File: src/rtl/fetch_mode_ctrl.sv
// Fetch-region controller: tracks NORMAL/SWI/EXC/HWI/HALT and forms the physical fetch
// address from the region (mode) and the core's offset, with single-cycle PC redirects.
module fetch_mode_ctrl (
  input  logic       clk,
  input  logic       rst_n,
  input  logic [3:0] pc_in,
  input  logic       swi_req,
  input  logic       exc_req,
  input  logic       hwi_req,
  input  logic       iret,
  output logic [5:0] phys_addr,
  output logic [1:0] mode,
  output logic       pc_load,
  output logic [3:0] pc_load_val,
  output logic       hwi_ack,
  output logic       swi_drop,
  output logic       fault
);

  typedef enum logic [2:0] {NORMAL, SWI, EXC, HWI, HALT} state_t;

  state_t     state;
  logic [3:0] saved_pc;

  // Region bits never take a carry from the offset: the 4-bit offset wraps in place.
  assign phys_addr = {mode, pc_load ? pc_load_val : pc_in};

  always_ff @(posedge clk or negedge rst_n) begin
    if (!rst_n) begin
      state       <= NORMAL;
      mode        <= 2'b00;
      saved_pc    <= '0;
      pc_load     <= 1'b0;
      pc_load_val <= '0;
      hwi_ack     <= 1'b0;
      swi_drop    <= 1'b0;
      fault       <= 1'b0;
    end else begin
      pc_load     <= 1'b0;
      pc_load_val <= '0;
      hwi_ack     <= 1'b0;
      swi_drop    <= 1'b0;
      case (state)
        NORMAL: begin
          if (exc_req || hwi_req || swi_req) begin
            saved_pc <= pc_in;
            pc_load  <= 1'b1;
            if (exc_req) begin
              state <= EXC;
              mode  <= 2'b10;
            end else if (hwi_req) begin
              state   <= HWI;
              mode    <= 2'b11;
              hwi_ack <= 1'b1;
            end else begin
              state <= SWI;
              mode  <= 2'b01;
            end
          end
        end
        SWI, EXC, HWI: begin
          // Handlers never nest: a new SWI is reported as dropped, HWI stays pending.
          swi_drop <= swi_req;
          if (exc_req) begin
            state <= HALT;
            mode  <= 2'b10;
            fault <= 1'b1;
          end else if (iret) begin
            state       <= NORMAL;
            mode        <= 2'b00;
            pc_load     <= 1'b1;
            pc_load_val <= saved_pc;
          end
        end
        HALT: begin
          mode  <= 2'b10;
          fault <= 1'b1;
        end
        default: begin
          state <= NORMAL;
          mode  <= 2'b00;
        end
      endcase
    end
  end

endmodule
File: config.mk
export PLATFORM = sky130hd
export DESIGN_NAME = fetch_mode_ctrl
export DESIGN_NICKNAME = d
export VERILOG_FILES = /design/src/rtl/fetch_mode_ctrl.sv
export SDC_FILE = /design/constraint.sdc
export NUM_CORES = 1
export LEC_CHECK = 0
export ABC_CLOCK_PERIOD_IN_PS = 3400
export CORE_MARGIN = 2
export CORE_UTILIZATION = 38
export CTS_BUF_LIST = sky130_fd_sc_hd__clkbuf_8
export CTS_CLUSTER_DIAMETER = 50
export CTS_CLUSTER_SIZE = 12
export DETAILED_ROUTE_END_ITERATION = 12
export PLACE_DENSITY_LB_ADDON = 0.05
export SLEW_MARGIN = 20
export SYNTH_ARGS = -nofsm -noshare
export SYNTH_HDL_FRONTEND = slang
export SYNTH_SLANG_ARGS = --single-unit
File: constraint.sdc
create_clock -name clk -period 3.4 [get_ports clk]
set_input_delay 0.51 -clock clk [delete_from_list [all_inputs] [get_ports clk]]
set_output_delay 0.51 -clock clk [all_outputs]
set_load 0.01 [all_outputs]
# --- Yosys cells after proc, flatten, opt, wreduce, memory -nomap -nowiden ---
# Index checks and enable logic that the tools add are counted.
totals:
  ff_bits: 17
  input_bits: 10
  output_inout_bits: 16
  wordCells: 52
classes:
  n_eq_ne: 7
  mux: 27
  bitwise_logic: 1
  reduce_logical: 9
op_table:
  columns: ["op", "count"]
  rows:
  - ["2-to-1 mux 4 bit", 4]
  - ["2-to-1 mux 2 bit", 7]
  - ["2-to-1 mux 1 bit", 9]
  - ["2-to-1 mux 3 bit", 3]
  - ["one-hot mux 3 bit (3 select lines)", 1]
  - ["equality test 3 x 2 -> 1 bit (second input constant)", 2]
  - ["one-hot mux 2 bit (3 select lines)", 1]
  - ["AND reduction 2 bit", 3]
  - ["!= test 2 bit (second input constant)", 2]
  - ["one-hot mux 1 bit (2 select lines)", 2]
  - ["equality test 3 x 1 -> 1 bit (second input constant)", 1]
  - ["equality test 3 bit (second input constant)", 1]
  - ["zero test 3 bit", 1]
  - ["!= test 3 bit (second input constant)", 1]
  - ["AND reduction 3 bit", 1]
  - ["OR reduction 3 bit", 1]
  - ["logical OR 1 bit", 2]
  - ["nonzero test 2 bit", 1]
  - ["NOT 1 bit", 1]

# --- Logic depth before layout (Yosys ltp) ---
# Gate-level depths: netlist of run 1.
logic_depth:
  depth_word: 4
  ltp_mapped: 4
  mapped_depth_nobuf: 3

# --- Least setup slack after synthesis of run 1 ---
# Ideal clock, no wire load.
synth_timing:
  path_kind: "reg2out"
  startpoint: "register pc_load"
  endpoint: "output phys_addr[0]"
  arrival_time_ps: 819
  required_time_ps: 2890
  setup_slack_ps: 2071
  path_stages_with_launch: 2
  cell_sequence: "dfrtp_1 -> mux2_2"
synth_via:
  elab_chain_len: 1
synth_lines:
  columns: ["item", "line_no", "text"]
  rows:
  - ["start, declared", "13", "output logic pc_load,"]
  - ["start signal, assigned", "33", "pc_load <= 1'b0;"]
  - ["start signal, assigned", "39", "pc_load <= 1'b0;"]
  - ["start signal, assigned", "47", "pc_load <= 1'b1;"]
  - ["2-to-1 mux 4 bit", "26", "assign phys_addr = {mode, pc_load ? pc_load_val : pc_in};"]
  - ["end, declared", "11", "output logic [5:0] phys_addr,"]
# No other way between the ends.

# --- Worst setup path after layout of run 1 ---
layout_timing:
  startpoint: "input pc_in[2]"
  endpoint: "output phys_addr[2]"
layout_via:
  elab_chain_len: 1
layout_lines:
  columns: ["item", "line_no", "text"]
  rows:
  - ["start, declared", "6", "input logic [3:0] pc_in,"]
  - ["2-to-1 mux 4 bit", "26", null]
# No other way between the ends.

==> out/results.tsv, run 1 <==
stage	metric	value	unit
worst_setup_path	crit_path_start_kind	primary input	
worst_setup_path	cp.required	2890	ps
cts	clk_pin_slew	60	ps
run_status	outcome	complete, no violations	
min_path	hold_end	pc_load_val[2]	
timing	drv_slew	0	
worst_setup_path	critPathKind	in2out	
logic_synthesis	yosysTopAreaCell	dfrtp_1	
logic_synthesis	ys_warn_count	0	
global_routing	grt_start_max_net_pins	18	
timing	period_share	64.5	%
cts	cts_setup_buffers	0	
drt	wl_per_cell	11.7	µm
worst_setup_path	critical_path_arrival	1680	ps
placement	port_buffers	25	
drt	drc_errors	0	
cts	cts_hold_buffers	0	
finish	antenna_cells	0	
finish	drive_above_1_share	16.7	%
drt	drt_pass1_iterations	3	
floorplan	die-area	2340	µm²
drt	via_per_inst	4.72	
power_and_ir_drop	power_density	351	nW/µm²
cts	htreeDepth	1	
logic_synthesis	syn_area_per_cell	12.9	µm²
floorplan	core	1900	µm²
global_routing	grt_pass1_vias	546	
cts	post_cts_resize_count	0	
logic_synthesis	synth_top_area_share	56.9	%
logic_synthesis	syn_inst	58	
logic_synthesis	syn-num-nets	68	
logic_synthesis	ys_types	23	
drt	drtAntennaViolNets	0	
worst_setup_path	cp_max_fo	2	
timing	hold_viol	0	
placement	detailed_place_hpwl	989	µm
floorplan	die_y	48.4	µm
timing	worstMarginPinSlew	762	ps
worst_setup_path	worstRegToRegCells	3	
logic_synthesis	synthTopCellsByArea	dfrtp_1, mux2_4, mux2_2, and2_1, o31ai_4	
timing	finalSetupTns	0	ps
logic_synthesis	ys_seq_elements	17	
timing	setup_viol	0	
logic_synthesis	yosysSeqAreaShare	56.9	%
finish	finalNetCount	95	
min_path	min_path_type	reg2reg	
min_path	worstHoldStart	saved_pc[2]	
floorplan	chipWidth	48.4	µm
cts	numCtsBuffers	3	
worst_setup_path	reg2reg_from	state[0]	
global_routing	grt_overflow	0	
global_routing	grt_use_total	13.0	%
cts	cts-root-buf	clkbuf_8	
drt	drt_iter0_drc	4	
logic_synthesis	syn_area	748	µm²
worst_setup_path	critPathCaptureType	primary output	
cts	clock_latency	240	ps
power_and_ir_drop	leakage	0.466	nW
timing	timing.hold.ws	480	ps
finish	final_area	1060	µm²
floorplan	rows	16	
timing	worst_clock_skew	1.40	ps
timing	rsz0062_at_grt	no	
cts	cts.sinks	17	
floorplan	initial_core_util	39.3	%
finish	area_growth	41.3	%
drt	drt-total-wl	1.30	mm
drt	vias	524	
cts	clk_path_buf_depth	2	
timing	max_freq	456	MHz
timing	min_period	2190	ps
placement	dpl_cell_area	1010	µm²
placement	place.gp.congestion	0.646	
power_and_ir_drop	irDropWorstVdd	229	µV
finish	fin_util	55.6	%
worst_setup_path	r2r_end	mode[1]	
flow_run	max_cap_violations	0	
worst_setup_path	r2r_slack	2100	ps
timing	slew_headroom	49.1	%
cts	cts_tree	built	
global_routing	antenna_found_initial	0	
global_routing	grt_pass1_wl	2.35	mm
floorplan	ios	26	
min_path	holdPathStages	1	
## cell usage after synthesis (all sizes together)
master / number
and2: 4
inv: 1
nor3b: 1
clkbuf: 1
a21boi: 2
a21oi: 1
a41o: 1
mux2: 8
buf: 2
o211ai: 1
o31ai: 2
o21ai: 4
nand2b: 3
nor3: 2
nand2: 3
and3: 1
dfrtp: 17
nor2: 4
## how the worst max path moves through the flow
stage / slack [ps] / to / from
finish: 1210 / phys_addr[2] / pc_in[2]
detailed placement: 1200 / phys_addr[2] / pc_in[2]
global placement: 1220 / phys_addr[3] / pc_in[3]
global route: 1170 / phys_addr[2] / pc_in[2]
floorplan: 2070 / phys_addr[0] / pc_load
CTS: 1190 / phys_addr[2] / pc_in[2]
## area by class of cell
type,instances,area [µm²]
clock buffers,3,41.3
clock inverters,1,3.75
fillers,177,845
inverters,1,3.75
multi-input cells,37,299
flip-flops and latches,17,425
well taps,27,33.8
repair buffers,25,250
## flip-flops by register name, indices dropped and copies added (netlist names)
register     flops
pc_load_val      4
fault            1
saved_pc         4
swi_drop         1
state            3
hwi_ack          1
mode             2
pc_load          1
## power by group
part	internal [mW]	switching (mW)	total, mW
sequential	0.202	0	0.202
combinational	0.0157	0.0120	0.0277
clock	0.0798	0.0614	0.141
## placed cells by master (no fill, tap or decap)
cell type	instances
nor3_4	1
a21oi_1	1
nor2_2	1
o31ai_1	1
nor3b_1	1
clkdlybuf4s50_1	25
inv_1	2
a41o_1	1
clkbuf_8	3
nand2b_1	3
and2_1	4
and3_1	1
o211ai_1	1
nor3_1	1
nor2_1	3
o21ai_1	1
o31ai_4	1
mux2_2	4
nand2_1	3
o21ai_0	3
mux2_4	4
a21boi_0	2
dfrtp_1	17
## through the flow
step / total power, mW / worst slack, ps / cells
2_1_floorplan: 0.211 / 2070 / 58
3_3_place_gp: 0.234 / 1220 / 107
3_5_place_dp: 0.234 / 1200 / 107
4_1_cts: 0.380 / 1190 / 111
5_1_grt: 0.388 / 1170 / 111
6_report: 0.371 / 1210 / 111
## worst max-delay path, stage by stage
cell	delay, ps
clkdlybuf4s50_1	430
mux2_2	270
clkdlybuf4s50_1	480
## layer usage
| layer | GRT usage (%) | part of all wire, % |
|---|---|---|
| met1 | 15.4 | 45 |
| met3 | 4.63 | 6.0 |
| met5 | 0 | 0 |
| met4 | 5.71 | 0.69 |
| met2 | 21.3 | 48 |
## cell families (layout without fill, tap and decap cells)
kind of cell / count (synthesis) / count (layout) / share of synthesized area, %
multiplexers: 8 / 8 / 14.0
AO/OA/AOI/OAI: 11 / 11 / 11.5
flip-flops: 17 / 17 / 56.9
AND/OR/NAND/NOR: 18 / 18 / 14.4
buffers and inverters: 4 / 30 / 3.18
Note: power is estimated with default switching activity, not from simulation.
==> run 2: changes to the inputs <==
Settings changed: ABC_CLOCK_PERIOD_IN_PS 3400 to 2160.
Clock period 3.4 ns to 2.16 ns, I/O delays scaled along.
==> out/results.tsv, run 2 (synthesis gave the netlist of run 1 again) <==
stage	metric	value	unit
global_routing	grt_pass1_vias	515	
drt	drt_pass1_iterations	4	
drt	wl_per_cell	12.1	µm
placement	detailed_place_hpwl	1.02	mm
timing	setup_viol	0	
floorplan	die_y	48.4	µm
global_routing	antenna_found_initial	0	
finish	antenna_cells	0	
worst_setup_path	critPathCaptureType	primary output	
cts	post_cts_resize_count	0	
floorplan	chipWidth	48.4	µm
worst_setup_path	worst-path-buf-inv	2	
global_routing	grt_overflow	0	
worst_setup_path	reg2reg_from	state[0]	
worst_setup_path	crit_start	pc_in[1]	
worst_setup_path	cp.required	1840	ps
global_routing	grt_use_total	13.3	%
worst_setup_path	worstRegToRegCells	3	
floorplan	initial_core_util	39.3	%
finish	drive_above_1_share	17.6	%
placement	dp_cells	108	
finish	fin_util	56.0	%
timing	hold_viol	0	
power_and_ir_drop	netSwitchingPower	0.118	mW
finish	final_cells	112	
power_and_ir_drop	leakage	0.471	nW
drt	via_per_inst	4.68	
timing	rsz0062_at_grt	no	
timing	worst_clock_skew	4.77	ps
timing	drv_slew	0	
global_routing	grt_pass1_wl	2.31	mm
cts	htreeDepth	1	
placement	port_buffers	25	
worst_setup_path	cp_max_fo	2	
worst_setup_path	r2r_end	mode[1]	
drt	drc_errors	0	
power_and_ir_drop	power_frac_comb	7.6	%
timing	max_freq	545	MHz
finish	area_growth	42.3	%
finish	regArea	425	µm²
cts	cts.sinks	17	
worst_setup_path	crit_slowest_cell	clkdlybuf4s50_1	
timing	finalSetupTns	0	ps
floorplan	ios	26	
finish	finalNetCount	96	
global_routing	grt_start_max_net_pins	18	
cts	cts-root-buf	clkbuf_8	
finish	multi_input_area	299	µm²
worst_setup_path	path_cells	clkdlybuf4s50_1, mux2_2, clkdlybuf4s50_1	
floorplan	die-area	2340	µm²
cts	cts_setup_buffers	0	
drt	drtAntennaViolNets	0	
power_and_ir_drop	switching_share	20.0	%
timing	slew_headroom	67.1	%
drt	vias	524	
cts	cts_hold_buffers	0	
placement	pre_cts_ws	338	ps
worst_setup_path	r2r_slack	850	ps
cts	cts_tree	built	
power_and_ir_drop	irDropWorstVdd	380	µV
floorplan	rows	16	
power_and_ir_drop	p_int	0.470	mW
cts	clk_path_buf_depth	2	
cts	clk_pin_slew	60	ps
worst_setup_path	critical_path.endpoint	phys_addr[1]	
power_and_ir_drop	power_frac_seq	54.2	%
timing	setup_ws	327	ps
worst_setup_path	worstSetupPathDepth	3	
finish	layout_common_cells	clkdlybuf4s50_1, dfrtp_1, and2_1, mux2_2, mux2_4	
timing	worstMarginPinSlew	489	ps
worst_setup_path	slowest_delay	470	ps
drt	drt-total-wl	1.36	mm
power_and_ir_drop	clockPowerShare	38.2	%
worst_setup_path	crit_path_start_kind	primary input	
timing	min_period	1830	ps
finish	nFillCells	159	
worst_setup_path	critical_path_arrival	1510	ps
worst_setup_path	critPathMostFrequentCell	clkdlybuf4s50_1	
worst_setup_path	critPathKind	in2out	
cts	numCtsBuffers	3	
drt	drt_iter0_drc	10	
min_path	min_path_type	in2async	
power_and_ir_drop	power_density	552	nW/µm²
finish	reg_top3	pc_load_val: 4 flops, saved_pc: 4 flops, state: 3 flops	
floorplan	core	1900	µm²
flow_run	max_cap_violations	0	
worst_setup_path	cp_top_family	buffers and inverters	
finish	layout_commonest_cell	clkdlybuf4s50_1	
run_status	outcome	complete, no violations	
timing	period_share	84.9	%
placement	place.gp.congestion	0.652	
cts	clock_latency	250	ps
[run 2: changes by cell type in the layout (fill, tap and decap cells not counted), sizes merged]
| cell | delta |
|---|---|
| buf | +1 |
[run 2: layout make-up]
type	instances	share of cell area [%]
Clock inverter	1	0.353
Inverter	1	0.353
Timing Repair Buffer	26	24.2
Clock buffer	3	3.88
Tap cell	27	3.17
Multi-Input combinational cell	37	28.1
Sequential cell	17	40.0
[run 2: worst min-delay path by stage]
stage                      from             end  slack, ps  cells past startpoint
CTS                       rst_n  pc_load_val[3]        410                      2
global route              rst_n     saved_pc[3]        440                      2
finish                    rst_n  pc_load_val[3]        400                      2
detailed placement  saved_pc[0]  pc_load_val[0]        480                      1
global placement    saved_pc[1]  pc_load_val[1]        470                      1
floorplan                 rst_n           fault         30                      0
[run 2: power groups by stage]
stage,Clock [mW],Sequential (mW),Combinational [mW]
finish,0.225,0.318,0.0446
global route,0.250,0.318,0.0484
CTS,0.234,0.318,0.0457
detailed placement,0,0.324,0.0454
global placement,0,0.324,0.0456
floorplan,0,0.324,0.00819
[run 2: per-stage QoR]
| stage | cell area, µm² | total power [mW] | hold slack [ps] |
|---|---|---|---|
| 2_1_floorplan | 748 | 0.333 | 28.4 |
| 4_1_cts | 1060 | 0.598 | 408 |
| 6_report | 1060 | 0.588 | 399 |
| 3_5_place_dp | 1020 | 0.370 | 476 |
| 3_3_place_gp | 1020 | 0.370 | 470 |
| 5_1_grt | 1060 | 0.617 | 438 |
[run 2: routing by layer]
| layer | track usage [%] | part of all wire, % | vias up |
|---|---|---|---|
| met2 | 21.3 | 48 | 15 |
| met4 | 8.57 | 0.96 | 0 |
| met5 | 0 | 0 | - |
| met1 | 16.0 | 46 | 254 |
| met3 | 3.09 | 4.4 | 2 |
| li1 | - | - | 253 |
